File: src/rtl/serial_adder_ctrl.sv
// Bit-serial WIDTH-bit adder/subtractor: one full-adder step per clock, LSB first,
// with a start/busy/done handshake toward the ALU result bus.
module serial_adder_ctrl #(
    parameter int WIDTH = 8
) (
    input  logic             clk,
    input  logic             rst_n,
    input  logic             start,
    input  logic             sub,
    input  logic [WIDTH-1:0] a,
    input  logic [WIDTH-1:0] b,
    input  logic             ci,
    output logic             busy,
    output logic             done,
    output logic [WIDTH-1:0] sum,
    output logic             co,
    output logic             ovf
);

    localparam int CW = $clog2(WIDTH);

    typedef enum logic [1:0] {IDLE, SHIFT, DONE} state_t;

    state_t           state_q, state_d;
    logic [WIDTH-1:0] a_q, a_d, b_q, b_d;
    logic [WIDTH-1:0] res_q, res_d, sum_q, sum_d;
    logic             carry_q, carry_d, c_msb_q, c_msb_d;
    logic             co_q, co_d, ovf_q, ovf_d;
    logic [CW-1:0]    cnt_q, cnt_d;
    logic             fa_s, fa_c, last_bit;

    assign fa_s     = a_q[0] ^ b_q[0] ^ carry_q;
    assign fa_c     = (a_q[0] & b_q[0]) | (carry_q & (a_q[0] ^ b_q[0]));
    assign last_bit = (cnt_q == CW'(WIDTH - 1));

    always_ff @(posedge clk or negedge rst_n) begin
        if (!rst_n) state_q <= IDLE;
        else        state_q <= state_d;
    end

    always_comb begin
        state_d = state_q;
        unique case (state_q)
            IDLE:    if (start) state_d = SHIFT;
            SHIFT:   if (last_bit) state_d = DONE;
            DONE:    state_d = IDLE;
            default: state_d = IDLE;
        endcase
    end

    always_comb begin
        busy = (state_q == SHIFT);
        done = (state_q == DONE);
    end

    always_comb begin
        a_d     = a_q;
        b_d     = b_q;
        res_d   = res_q;
        carry_d = carry_q;
        c_msb_d = c_msb_q;
        cnt_d   = cnt_q;
        sum_d   = sum_q;
        co_d    = co_q;
        ovf_d   = ovf_q;
        unique case (state_q)
            IDLE: begin
                if (start) begin
                    // Subtraction is a + ~b + 1, so the +1 rides in as carry.
                    a_d     = a;
                    b_d     = sub ? ~b : b;
                    carry_d = sub ? 1'b1 : ci;
                    cnt_d   = '0;
                end
            end
            SHIFT: begin
                res_d   = {fa_s, res_q[WIDTH-1:1]};
                carry_d = fa_c;
                a_d     = a_q >> 1;
                b_d     = b_q >> 1;
                cnt_d   = cnt_q + CW'(1);
                if (cnt_q == CW'(WIDTH - 2)) c_msb_d = fa_c;
                if (last_bit) begin
                    sum_d = {fa_s, res_q[WIDTH-1:1]};
                    co_d  = fa_c;
                    ovf_d = c_msb_q ^ fa_c;
                end
            end
            default: ;
        endcase
    end

    always_ff @(posedge clk or negedge rst_n) begin
        if (!rst_n) begin
            a_q     <= '0;
            b_q     <= '0;
            res_q   <= '0;
            carry_q <= 1'b0;
            c_msb_q <= 1'b0;
            cnt_q   <= '0;
            sum_q   <= '0;
            co_q    <= 1'b0;
            ovf_q   <= 1'b0;
        end else begin
            a_q     <= a_d;
            b_q     <= b_d;
            res_q   <= res_d;
            carry_q <= carry_d;
            c_msb_q <= c_msb_d;
            cnt_q   <= cnt_d;
            sum_q   <= sum_d;
            co_q    <= co_d;
            ovf_q   <= ovf_d;
        end
    end

    assign sum = sum_q;
    assign co  = co_q;
    assign ovf = ovf_q;

endmodule

File: config.mk
export PLATFORM = sky130hd
export DESIGN_NAME = serial_adder_ctrl
export DESIGN_NICKNAME = d
export VERILOG_FILES = /design/src/rtl/serial_adder_ctrl.sv
export SDC_FILE = /design/constraint.sdc
export NUM_CORES = 1
export LEC_CHECK = 0
export CORE_MARGIN = 3
export CORE_UTILIZATION = 54
export CTS_BUF_LIST = sky130_fd_sc_hd__clkbuf_8
export DETAILED_ROUTE_END_ITERATION = 6
export GPL_ROUTABILITY_DRIVEN = 0
export PLACE_DENSITY = 0.81
export SLEW_MARGIN = 20
export SYNTH_ARGS = -nofsm -noshare
export SYNTH_HDL_FRONTEND = slang
export SYNTH_SLANG_ARGS = --single-unit
File: constraint.sdc
create_clock -name clk -period 1.95 [get_ports clk]
set_input_delay 0.39 -clock clk [delete_from_list [all_inputs] [get_ports clk]]
set_output_delay 0.39 -clock clk [all_outputs]
set_load 0.02 [all_outputs]
### Yosys cells after proc, flatten, opt, wreduce, memory -nomap -nowiden

Cells that the tools add are included.

* add/sub/neg operators: 1
* equality and inequality tests: 6
* multiplexer cells: 13
* bitwise logic cells: 7
* reduce and logical (&&, ||, !) cells: 6

Operators by type and width (number)
* $pmux W8 S2: 2
* $mux W8: 3
* $not A8 Y8: 1
* $reduce_and A2 Y1: 4
* $eq A3 B3 Y1 const B: 2
* $pmux W3 S2: 1
* $mux W2: 2
* $pmux W2 S2: 1
* $add A3 B1 Y3 const B: 1
* $mux W3: 1
* $xor A1 B1 Y1: 3
* $and A1 B1 Y1: 2
* $eq A2 B1 Y1 const B: 1
* $eq A2 B2 Y1 const B: 1
* $logic_not A2 Y1: 1
* $mux W1: 2
* $ne A2 B1 Y1 const B: 1
* $ne A2 B2 Y1 const B: 1
* $pmux W1 S2: 1
* $reduce_bool A2 Y1: 1
* $or A1 B1 Y1: 1

* bits in registers: 41
* input port bits: 21
* output and inout bits: 12
* logic and storage cells: 43

### Depth between registers and ports, before layout

* word-level depth: 4
* gate-level depth with buffers: 6
* depth with buffers taken out: 5

### Least setup slack after synthesis

No wires, ideal clock.

* path type: register to register
* from: register cnt_q[0]
* to: register co_q, in the netlist co
* library setup time: 0.125 ns
* arrival time: 1.425 ns
* required time: 1.825 ns
* slack: 0.401 ns
* stages on the path, launching flop included: 6
* path buffers: 1
* period minus slack after synthesis: 1.549 ns
* cell sequence: dfrtp_1 > ha_1 > ha_1 > nand3b_1 > buf_2 > mux2_2

* longest elaborated chain between the ends: 2

RTL lines
* start: declaration: line 29 `logic [CW-1:0] cnt_q, cnt_d;`
* start signal: assignment: line 110 `cnt_q <= cnt_d;`
* $eq A3 B3 Y1: line 34 `assign last_bit = (cnt_q == CW'(WIDTH - 1));`
* $reduce_and A2 Y1 (no line)
* end signal: assignment: line 112 `co_q <= co_d;`
* end: declaration: line 28 `logic co_q, co_d, ovf_q, ovf_d;`

No other way between the ends.
A chain may end at the register's enable or synchronous reset.

### Worst setup path after layout

* from: register state_q[1]
* to: output port busy

* longest elaborated chain between the ends: 1

RTL lines
* start: declaration: line 24 `state_t state_q, state_d;`
* start signal: assignment: line 38 `else state_q <= state_d;`
* $eq A2 B1 Y1: line 52 `busy = (state_q == SHIFT);`
* end: declaration: line 13 `output logic busy,`

No other way between the ends.

==> flow_summary.yaml <==
synth:
  netlist_area_um2: 1870
  synthCells: 177
  ys_seq_area_frac: 0.534
  synthesis.nets: 202
  synth_flop_cell: "dfrtp_1"
  ys_types: 29
  avgSynthCellArea_um2: 10.6
  synth_edf_count: 0
  yosysWarnings: 0
  yosys.area.top_type_share: 0.534
  yosys.area.top_type: "dfrtp_1"
  ys_top_cells_by_count: "dfrtp_1, nand2_1, o21ai_0, nor2b_1"
  synth.area.top_cells: "dfrtp_1, nand2_1, mux2_2"
  ys_seq_elements: 40
  synthArstFlopShare: 1.00
timing:
  worstMarginPinSlew_ns: 0.765
  setup_tns_ns: 0
  finalSetupViolCount: 0
  rsz0062_at_grt: "no"
  fin_crit_ns: 1.68
  drv_slew: 0
  fin_crit_sh: 0.862
  fmax_mhz: 595
  max_slew_margin: 0.489
  fin_ws_ns: 0.270
  skew_ns: 0.00401
  finalHoldViolCount: 0
cells_and_area:
  nets: 238
  diodes: 0
  design_area_um2: 2320
  multi_input_area_um2: 774
  num-fill-cells: 255
  fin_util: 0.730
  drive_gt1_frac: 0.136
  regArea_um2: 1000
  area_growth_pct: 23.8
grt:
  grt_pass1_vias: 1445
  track_usage: 0.207
  grt_pass1_wl_um: 6640
  grt_max_degree: 41
  grt.overflow.total: 0
  antenna_found_initial: 0
route:
  vias: 1395
  ant_nets: 0
  routed_wl_um: 3680
  remaining_drc_errors: 0
  drt-pass1-iter-count: 4
  drt-wirelength-per-cell_um: 14.3
  drt_iter0_markers: 100
  vias_per_cell: 5.43
placement:
  dp_hpwl_um: 2680
  port_buffers: 32
  dp_worst_setup_slack_ns: 0.151
  placed_area_um2: 2250
worst_setup_path:
  end_kind: "output pin"
  crit_type: "reg2out"
  cp-start-kind: "flip-flop"
  crit_required_ns: 1.56
  cp_max_fo: 3
  worst_path_max_delay_cell: "dfrtp_1"
  slowest_delay_ns: 0.39
  arrival_ns: 1.29
  crit_chain: "nand2b_1, inv_6, dlygate4sd2_1"
job:
  drv_cap: 0
run_status:
  status: "finished clean"
cts:
  clkSinkCount: 40
  hold_buffers: 0
  numCtsBuffers: 5
  cts_max_path_buffers: 2
  clk_latency_ns: 0.29
  clkTransAtPathRegs_ns: 0.07
  cts-root-buf: "clkbuf_8"
  cts_tree: "built"
  cts_max_level: 2
pwr:
  vdd_ir_drop_max_mv: 0.707
  power_w: 0.00316
  power_leakage_nw: 1.05
  p_per_area_nw_per_um2: 1360
floorplan:
  num_rows: 20
  die_w_um: 64.9
  dieArea_um2: 4210
  die_y_um: 64.9
  initial_utilization: 0.590
  io_pins: 33
  core_region_area_um2: 3180
worst_hold_path:
  hp-class: "in2async"
## timing repair
action / 4_1_cts / 5_1_grt
buffers inserted: 0 / 0
resized for setup: 2 / 0
setup endpoints to repair: 2 / 0
endpoints found under the hold margin: 0 / 0
## routing by layer
layer | GRT usage | vias up | share of wire
met5 | 0 | - | 0
met4 | 0.0897 | 0 | 0.025
met3 | 0.0589 | 10 | 0.065
met2 | 0.346 | 46 | 0.50
met1 | 0.248 | 668 | 0.41
li1 | - | 671 | -
## where the power goes
part	internal, W	switching, W
sequential	0.00116	0.000219
combinational	0.000622	0.000663
clock	0.000238	0.000258
## kinds of logic (layout without fill, tap and decap cells)
logic type | Yosys count | after routing | synth area share
and+or+nand+nor | 58 | 58 | 0.142
DFF | 40 | 40 | 0.534
AOI/OAI and AO/OA | 39 | 39 | 0.132
buffers and inverters | 16 | 52 | 0.0527
muxes | 11 | 11 | 0.0674
xor gates and xnor gates | 9 | 9 | 0.0421
adders and majority gates | 4 | 4 | 0.0307
## sequential cells by signal (all words and copies together) (netlist names)
name / cells
ovf: 1
c_msb_q: 1
sum: 8
b_q: 8
co: 1
state_q: 2
a_q: 8
cnt_q: 3
res_q: 7
carry_q: 1
## worst paths after layout
path | startpoint | to | slack, ns | cells past startpoint
max in group asynchronous | rst_n | b_q[2]$_DFFE_PN0P_ | 1.46 | 2
hold / removal | rst_n | sum[2]$_DFFE_PN0P_ | 0.15 | 2
setup reg to reg | cnt_q[0]$_DFFE_PN0P_ | sum[6]$_DFFE_PN0P_ | 0.30 | 5
min in group clk | a_q[1]$_DFFE_PN0P_ | a_q[1]$_DFFE_PN0P_ | 0.49 | 2
setup / recovery | state_q[1]$_DFFE_PN0P_ | busy | 0.27 | 3
hold reg to reg | a_q[1]$_DFFE_PN0P_ | a_q[1]$_DFFE_PN0P_ | 0.49 | 2
## worst max-delay path, delay by kind of cell (launching register included)
family	cells	cell delay, ns
and+or+nand+nor	1	0.22
DFF	1	0.39
buffers and inverters	2	0.40
## stage by stage
stage,hold WS (ns),std cells
2_1_floorplan,0.0944,177
3_3_place_gp,0.453,250
3_5_place_dp,0.474,250
4_1_cts,0.164,257
5_1_grt,0.190,257
6_report,0.152,257
## cell usage in the layout, fill, tap and decap left out
master | netlist | routed
a22o_1 | 1 | 1
xnor2_1 | 9 | 9
buf_12 | 0 | 1
fa_1 | 1 | 1
clkbuf_8 | 0 | 5
buf_4 | 1 | 8
mux2_2 | 9 | 9
a21oi_1 | 9 | 9
nor2b_1 | 10 | 10
nand3b_1 | 1 | 1
nor2_1 | 2 | 2
nand2b_1 | 2 | 2
buf_2 | 5 | 1
inv_6 | 1 | 1
o211ai_1 | 1 | 1
o21ai_0 | 13 | 13
clkinv_2 | 0 | 1
dfrtp_1 | 40 | 40
o21bai_1 | 1 | 1
inv_1 | 3 | 4
and3b_1 | 1 | 1
ha_1 | 3 | 3
mux2i_1 | 1 | 1
nand3_2 | 1 | 1
nand2_1 | 40 | 40
dlygate4sd2_1 | 0 | 2
mux2_4 | 1 | 1
o221ai_1 | 6 | 6
clkdlybuf4s50_1 | 0 | 29
a22oi_1 | 8 | 8
or2_2 | 1 | 1
## cell type report
| cell class | instances | area share |
|---|---|---|
| tap | 44 | 0.0237 |
| multi-input combinational | 121 | 0.334 |
| clock buffer | 5 | 0.0296 |
| inverter | 4 | 0.00863 |
| timing repair buffer | 41 | 0.169 |
| clock inverter | 2 | 0.00377 |
| sequential | 40 | 0.431 |
No activity file was read; power rests on OpenSTA's default activity.
